## src/rtl/rx_validation_fifo.sv

```systemverilog
// Receive validation stage: queues error-free UART frames in a first-word-fall-through FIFO
// and keeps sticky overflow plus saturating frame/parity error counters. Optional macro: RX_ZERO_DROP_EN.
module rx_validation_fifo #(
   parameter int DATA_WIDTH = 8,
   parameter int DEPTH      = 8,
   parameter int CNT_WIDTH  = 8
) (
   input  logic                       clk,
   input  logic                       reset_n,
   input  logic [DATA_WIDTH-1:0]      rx_data,
   input  logic                       rx_strobe,
   input  logic                       rx_ferror,
   input  logic                       rx_perror,
   output logic                       rx_valid,
   input  logic                       rx_ready,
   output logic [DATA_WIDTH-1:0]      rx_dout,
   output logic [$clog2(DEPTH):0]     fifo_level,
   output logic                       overflow,
   output logic [CNT_WIDTH-1:0]       ferr_count,
   output logic [CNT_WIDTH-1:0]       perr_count,
   input  logic                       clr_status
`ifdef RX_ZERO_DROP_EN
   ,output logic [CNT_WIDTH-1:0]      zero_drop_count
`endif
);

   localparam int AW = $clog2(DEPTH);
   localparam int LW = AW + 1;

   // Write side is ACTIVE while space remains; read side is ACTIVE while an entry is held.
   typedef enum logic {WR_IDLE = 1'b0, WR_ACTIVE = 1'b1} wr_state_t;
   typedef enum logic {RD_IDLE = 1'b0, RD_ACTIVE = 1'b1} rd_state_t;

   wr_state_t wr_state_r, wr_state_nxt_s;
   rd_state_t rd_state_r, rd_state_nxt_s;

   logic [DATA_WIDTH-1:0] mem_r [DEPTH];
   logic [AW-1:0]         wr_ptr_r, wr_ptr_nxt_s;
   logic [AW-1:0]         rd_ptr_r, rd_ptr_nxt_s;
   logic [LW-1:0]         level_r, level_nxt_s;
   logic [DATA_WIDTH-1:0] dout_r, dout_nxt_s;
   logic                  ovf_r, ovf_nxt_s;
   logic [CNT_WIDTH-1:0]  ferr_cnt_r, ferr_cnt_nxt_s;
   logic [CNT_WIDTH-1:0]  perr_cnt_r, perr_cnt_nxt_s;

   logic clean_s, good_s, full_s, pop_s, push_s, drop_s;

   function automatic logic [CNT_WIDTH-1:0] sat_inc(input logic [CNT_WIDTH-1:0] base,
                                                     input logic                 ev);
      if (ev && (base != {CNT_WIDTH{1'b1}})) begin
         sat_inc = base + CNT_WIDTH'(1);
      end else begin
         sat_inc = base;
      end
   endfunction

   assign clean_s = rx_strobe & ~rx_ferror & ~rx_perror;
`ifdef RX_ZERO_DROP_EN
   logic                 zero_s;
   logic [CNT_WIDTH-1:0] zero_cnt_r, zero_cnt_nxt_s;
   assign zero_s = clean_s & (rx_data == {DATA_WIDTH{1'b0}});
   assign good_s = clean_s & ~zero_s;
`else
   assign good_s = clean_s;
`endif
   assign full_s = (wr_state_r == WR_IDLE);
   assign pop_s  = (rd_state_r == RD_ACTIVE) & rx_ready;
   assign push_s = good_s & (~full_s | pop_s);
   assign drop_s = good_s & full_s & ~pop_s;

   // Next pointers, level and the head word that will be presented after this edge.
   always_comb begin
      wr_ptr_nxt_s = wr_ptr_r;
      rd_ptr_nxt_s = rd_ptr_r;
      level_nxt_s  = level_r;
      dout_nxt_s   = {DATA_WIDTH{1'b0}};
      if (push_s) begin
         wr_ptr_nxt_s = wr_ptr_r + AW'(1);
      end else begin
         wr_ptr_nxt_s = wr_ptr_r;
      end
      if (pop_s) begin
         rd_ptr_nxt_s = rd_ptr_r + AW'(1);
      end else begin
         rd_ptr_nxt_s = rd_ptr_r;
      end
      if (push_s && !pop_s) begin
         level_nxt_s = level_r + LW'(1);
      end else if (!push_s && pop_s) begin
         level_nxt_s = level_r - LW'(1);
      end else begin
         level_nxt_s = level_r;
      end
      // The incoming word becomes the head when nothing older survives this edge.
      if (level_nxt_s == LW'(0)) begin
         dout_nxt_s = {DATA_WIDTH{1'b0}};
      end else if ((level_r == LW'(0)) || (pop_s && (level_r == LW'(1)))) begin
         dout_nxt_s = rx_data;
      end else begin
         dout_nxt_s = mem_r[rd_ptr_nxt_s];
      end
   end

   // Write and read controller next-state logic.
   always_comb begin
      wr_state_nxt_s = wr_state_r;
      rd_state_nxt_s = rd_state_r;
      case (wr_state_r)
         WR_ACTIVE: begin
            if (push_s && !pop_s && (level_r == LW'(DEPTH - 1))) wr_state_nxt_s = WR_IDLE;
            else                                                  wr_state_nxt_s = WR_ACTIVE;
         end
         WR_IDLE: begin
            if (pop_s && !push_s) wr_state_nxt_s = WR_ACTIVE;
            else                  wr_state_nxt_s = WR_IDLE;
         end
         default: wr_state_nxt_s = WR_ACTIVE;
      endcase
      case (rd_state_r)
         RD_IDLE: begin
            if (push_s) rd_state_nxt_s = RD_ACTIVE;
            else        rd_state_nxt_s = RD_IDLE;
         end
         RD_ACTIVE: begin
            if (pop_s && !push_s && (level_r == LW'(1))) rd_state_nxt_s = RD_IDLE;
            else                                          rd_state_nxt_s = RD_ACTIVE;
         end
         default: rd_state_nxt_s = RD_IDLE;
      endcase
   end

   // Status: a coincident clear is applied first so the same-cycle event still registers.
   always_comb begin
      ovf_nxt_s      = (clr_status ? 1'b0 : ovf_r) | drop_s;
      ferr_cnt_nxt_s = sat_inc(clr_status ? {CNT_WIDTH{1'b0}} : ferr_cnt_r, rx_strobe & rx_ferror);
      perr_cnt_nxt_s = sat_inc(clr_status ? {CNT_WIDTH{1'b0}} : perr_cnt_r, rx_strobe & rx_perror);
`ifdef RX_ZERO_DROP_EN
      zero_cnt_nxt_s = sat_inc(clr_status ? {CNT_WIDTH{1'b0}} : zero_cnt_r, zero_s);
`endif
   end

   // State, pointer, storage and status registers.
   always_ff @(posedge clk or negedge reset_n) begin
      if (!reset_n) begin
         wr_state_r <= WR_ACTIVE;
         rd_state_r <= RD_IDLE;
         wr_ptr_r   <= {AW{1'b0}};
         rd_ptr_r   <= {AW{1'b0}};
         level_r    <= {LW{1'b0}};
         dout_r     <= {DATA_WIDTH{1'b0}};
         ovf_r      <= 1'b0;
         ferr_cnt_r <= {CNT_WIDTH{1'b0}};
         perr_cnt_r <= {CNT_WIDTH{1'b0}};
`ifdef RX_ZERO_DROP_EN
         zero_cnt_r <= {CNT_WIDTH{1'b0}};
`endif
         for (int i = 0; i < DEPTH; i++) begin
            mem_r[i] <= {DATA_WIDTH{1'b0}};
         end
      end else begin
         wr_state_r <= wr_state_nxt_s;
         rd_state_r <= rd_state_nxt_s;
         wr_ptr_r   <= wr_ptr_nxt_s;
         rd_ptr_r   <= rd_ptr_nxt_s;
         level_r    <= level_nxt_s;
         dout_r     <= dout_nxt_s;
         ovf_r      <= ovf_nxt_s;
         ferr_cnt_r <= ferr_cnt_nxt_s;
         perr_cnt_r <= perr_cnt_nxt_s;
`ifdef RX_ZERO_DROP_EN
         zero_cnt_r <= zero_cnt_nxt_s;
`endif
         if (push_s) begin
            mem_r[wr_ptr_r] <= rx_data;
         end
      end
   end

   assign rx_valid   = (rd_state_r == RD_ACTIVE);
   assign rx_dout    = dout_r;
   assign fifo_level = level_r;
   assign overflow   = ovf_r;
   assign ferr_count = ferr_cnt_r;
   assign perr_count = perr_cnt_r;
`ifdef RX_ZERO_DROP_EN
   assign zero_drop_count = zero_cnt_r;
`endif

endmodule
```

## config.mk

```make
export PLATFORM = sky130hd
export DESIGN_NAME = rx_validation_fifo
export DESIGN_NICKNAME = d
export VERILOG_FILES = /design/src/rtl/rx_validation_fifo.sv
export SDC_FILE = /design/constraint.sdc
export NUM_CORES = 1
export LEC_CHECK = 0
export ABC_CLOCK_PERIOD_IN_PS = 2700
export BUFFER_PORTS_ARGS = -buffer_cell sky130_fd_sc_hd__buf_2
export CELL_PAD_IN_SITES_DETAIL_PLACEMENT = 0
export CELL_PAD_IN_SITES_GLOBAL_PLACEMENT = 2
export CORE_MARGIN = 3
export CORE_UTILIZATION = 41
export DETAILED_ROUTE_END_ITERATION = 8
export GPL_TIMING_DRIVEN = 0
export PLACE_DENSITY = 0.89
export SLEW_MARGIN = 15
export SYNTH_ARGS = -nofsm -noshare
export SYNTH_HDL_FRONTEND = slang
export SYNTH_SLANG_ARGS = --single-unit
export TNS_END_PERCENT = 10
```

## constraint.sdc

```tcl
create_clock -name clk -period 2.7 [get_ports clk]
set_input_delay 0.135 -clock clk [delete_from_list [all_inputs] [get_ports clk]]
set_output_delay 0.135 -clock clk [all_outputs]
set_load 0.05 [all_outputs]
```

==> out/qor.txt <==
minimum clock period = 2440 ps
Initial Utilization = 42.8%
total power per unit cell area = 523 mW/mm2
Worst Max-Slew Pin Slew = 824 ps
DR WL/cell = 18.2 um
primary flip-flop cell chosen by synthesis mapping = dfrtp_1
status = completed
post-route ant nets = 0
Max FO, Critical Path = 10
DR pass1 iterations = 4
Largest stage delay, worst path = 500 ps
I/O Buffers = 43
Tot Pwr = 3.18 mW
DP Worst Slack = 184 ps
EDFF count, synth = 0
cell depth of the worst setup path = 7
nets = 520
grt ovf = 0
FFs w/ async S/R, synth = 100%
H-tree levels = 3
Clk pwr share = 47.7%
Crit Path Class = flip-flop to flip-flop
Peak VDD IR = 308 uV
hpwl dp = 8550 um
Post-synth top cells = dfrtp_1 (100), mux2_2 (66), nand2_1 (39), o21ai_0 (19), mux2i_1 (18)
DIE AREA = 0.0142 mm2
final setup fails = 0
most common cell in the synthesized netlist = dfrtp_1
GPL Wtd Cong = 0.761
top cells by area, synth = dfrtp_1 (48%), mux2_2 (14%), mux2i_1 (3.4%)
largest net degree at the start of global routing = 81
Die Wd = 119 um
slowest CP cell = dfrtp_1
DR vias/cell = 5.60
area grow syn2layout = 15.8%
CTS Sinks = 101
DRC Markers = 0
area leader, netlist = dfrtp_1
Net Sw Frac = 21.0%
share of layout cells above drive strength 1 = 31.8%
post-synthesis sequential area ratio = 48.2%
Max-slew headroom = 44.8%
final wirelength = 12200 um
post-synthesis net count = 464
die height = 119 um
Root Buffer = clkbuf_16
Worst EP arrival = 2680 ps
fin worst setup slack = 260 ps
hold path cells = 3
CP Cell Sequence = ha_1 > buf_2 > mux2i_4 > buf_4 > nand2_1 > a221o_1 > a31oi_1
initial antenna violation count = 0
Worst path top cell family by delay = compound AO/OA/AOI/OAI gates
flop and latch count out of synthesis = 101
Clk pin slew, worst setup/hold paths = 70 ps
DR iter-0 viols = 194
Synth top area share = 47.7%
crit path capture type = flip-flop
CTS Buf Count = 9
Fin. Hold Viols = 0
synthesized area per cell = 11.9 um2
synthesized area = 0.00524 mm2
worst skew pair latency = 350 ps
first-pass GRT wire length = 20500 um
Mapped Cells = 442
Final Max Slew Viols = 0
setup TNS = 0 ps
CTS Buffer Depth = 2
Synth cell types = 54
I/O Pins = 45
Leak Pwr = 2.92 nW
Synthesis Warnings = 0
Logic pwr share = 4.3%
Worst Path Buf+Inv = 2
fin crit share = 90.4%
Net Sw Power = 668 uW
FMAX = 0.410 GHz
core area = 0.0123 mm2
Critical Path Source Type = flip-flop
Tightest Hold Check Type = input port to flip-flop
diodes inserted = 0
max cap viols = 0
unrepaired setup endpoints after global routing = false
Worst Path Required = 2940 ps
FP Rows = 40
Max Clock Skew = 9.38 ps
r2r worst-path depth = 7
DR vias = 3755
GRT Util Overall = 18.3%
number of global-route vias before repair = 3912
CTS tree = built
Reg power frac = 48.0%
Internal Power = 2.51 mW
[layout by cell type, fill, tap and decap left out, drive strengths merged, types with 5 or more instances in the layout]
| cell type | Yosys | layout |
|---|---|---|
| and2 | 5 | 5 |
| buf | 13 | 57 |
| mux2 | 66 | 66 |
| mux2i | 19 | 19 |
| or3 | 5 | 5 |
| a21oi | 5 | 5 |
| xnor2 | 11 | 11 |
| a311oi | 6 | 6 |
| nand2 | 39 | 39 |
| a221o | 6 | 6 |
| nand4 | 17 | 17 |
| a31oi | 7 | 7 |
| nand3 | 15 | 15 |
| ha | 7 | 7 |
| inv | 6 | 6 |
| o21ai | 20 | 20 |
| clkbuf | 9 | 21 |
| and3 | 10 | 10 |
| dfrtp | 100 | 100 |
| xor2 | 7 | 7 |
| nor2b | 8 | 8 |
| nor2 | 15 | 15 |
| a211o | 12 | 12 |
[state kept, by name, summed over array words and instances (netlist names)]
register    count
ferr_count      8
fifo_level      4
mem_r          64
overflow        1
perr_count      8
rd_ptr_r        3
rx_dout         8
rx_valid        1
wr_ptr_r        3
wr_state_r      1
[power groups by stage]
stage	clock [mW]	sequential (mW)	combinational, mW
4_1_cts	1.55	1.52	0.139
3_3_place_gp	0	1.55	0.128
6_report	1.52	1.52	0.136
2_1_floorplan	0	1.58	0.0299
3_5_place_dp	0	1.55	0.138
5_1_grt	1.62	1.52	0.151
[cells by family (layout without fill, tap and decap cells)]
family,after synthesis,in the layout,synth area share (%)
AO/OA/AOI/OAI,64,64,9.09
XOR/XNOR,18,18,3.36
adder cells (fa/ha/maj),7,7,1.67
buffers and inverters,28,89,2.51
flip-flops,101,101,48.2
multiplexers,89,89,19.8
AND/OR/NAND/NOR,135,135,15.4
[worst register-to-register path: stages (launching register included)]
cell and delay, ps:
dfrtp_1 500, ha_1 330, buf_2 200, mux2i_4 400, buf_4 280, nand2_1 70, a221o_1 300, a31oi_1 240
[per-layer routing]
layer | GRT usage (%) | vias up | wire, um
met5 | 0 | - | 0
met4 | 7.02 | 0 | 314
met3 | 3.61 | 22 | 434
met2 | 30.4 | 70 | 6050
met1 | 23.4 | 1913 | 5450
li1 | - | 1750 | -
[final timing paths]
| path | startpoint | end | slack, ps |
|---|---|---|---|
| max in group asynchronous | reset_n | mem_r[63] | 1820 |
| min in group asynchronous | reset_n | mem_r[58] | 200 |
| setup reg to reg | rd_ptr_r[0] | rx_dout[0] | 260 |
| hold / removal | rx_data[1] | rx_dout[1] | 140 |
| setup / recovery | rd_ptr_r[0] | rx_dout[0] | 260 |
| hold reg to reg | mem_r[37] | mem_r[37] | 510 |
[what timing repair did]
| item | in CTS | in global routing |
|---|---|---|
| hold endpoints to repair | 69 | 0 |
| endpoints found under the setup margin | 0 | 2 |
| hold buffers | 1 | 0 |
| buffers inserted | 0 | 0 |
| resized for setup | 0 | 3 |
[cell type report]
type | instances | area (um2)
Buffer | 22 | 110
Clock buffer | 12 | 256
Clock inverter | 4 | 95.1
Fill cell | 1108 | 6190
Inverter | 6 | 22.5
Multi-Input combinational cell | 313 | 2590
Sequential cell | 101 | 2530
Tap cell | 168 | 210
Timing Repair Buffer | 45 | 259
[per-stage QoR]
| stage | util, % | hold slack, ps | area [um2] | cells |
|---|---|---|---|---|
| after floorplan | - | -161 | 5240 | 442 |
| after global placement | 46.2 | 487 | 5670 | 653 |
| after detailed placement | 46.5 | -0.179 | 5700 | 654 |
| after CTS | 49.5 | 125 | 6060 | 671 |
| after global routing | 49.5 | 157 | 6070 | 671 |
| final | 49.5 | 136 | 6070 | 671 |
(Power assumes the default switching activity.)
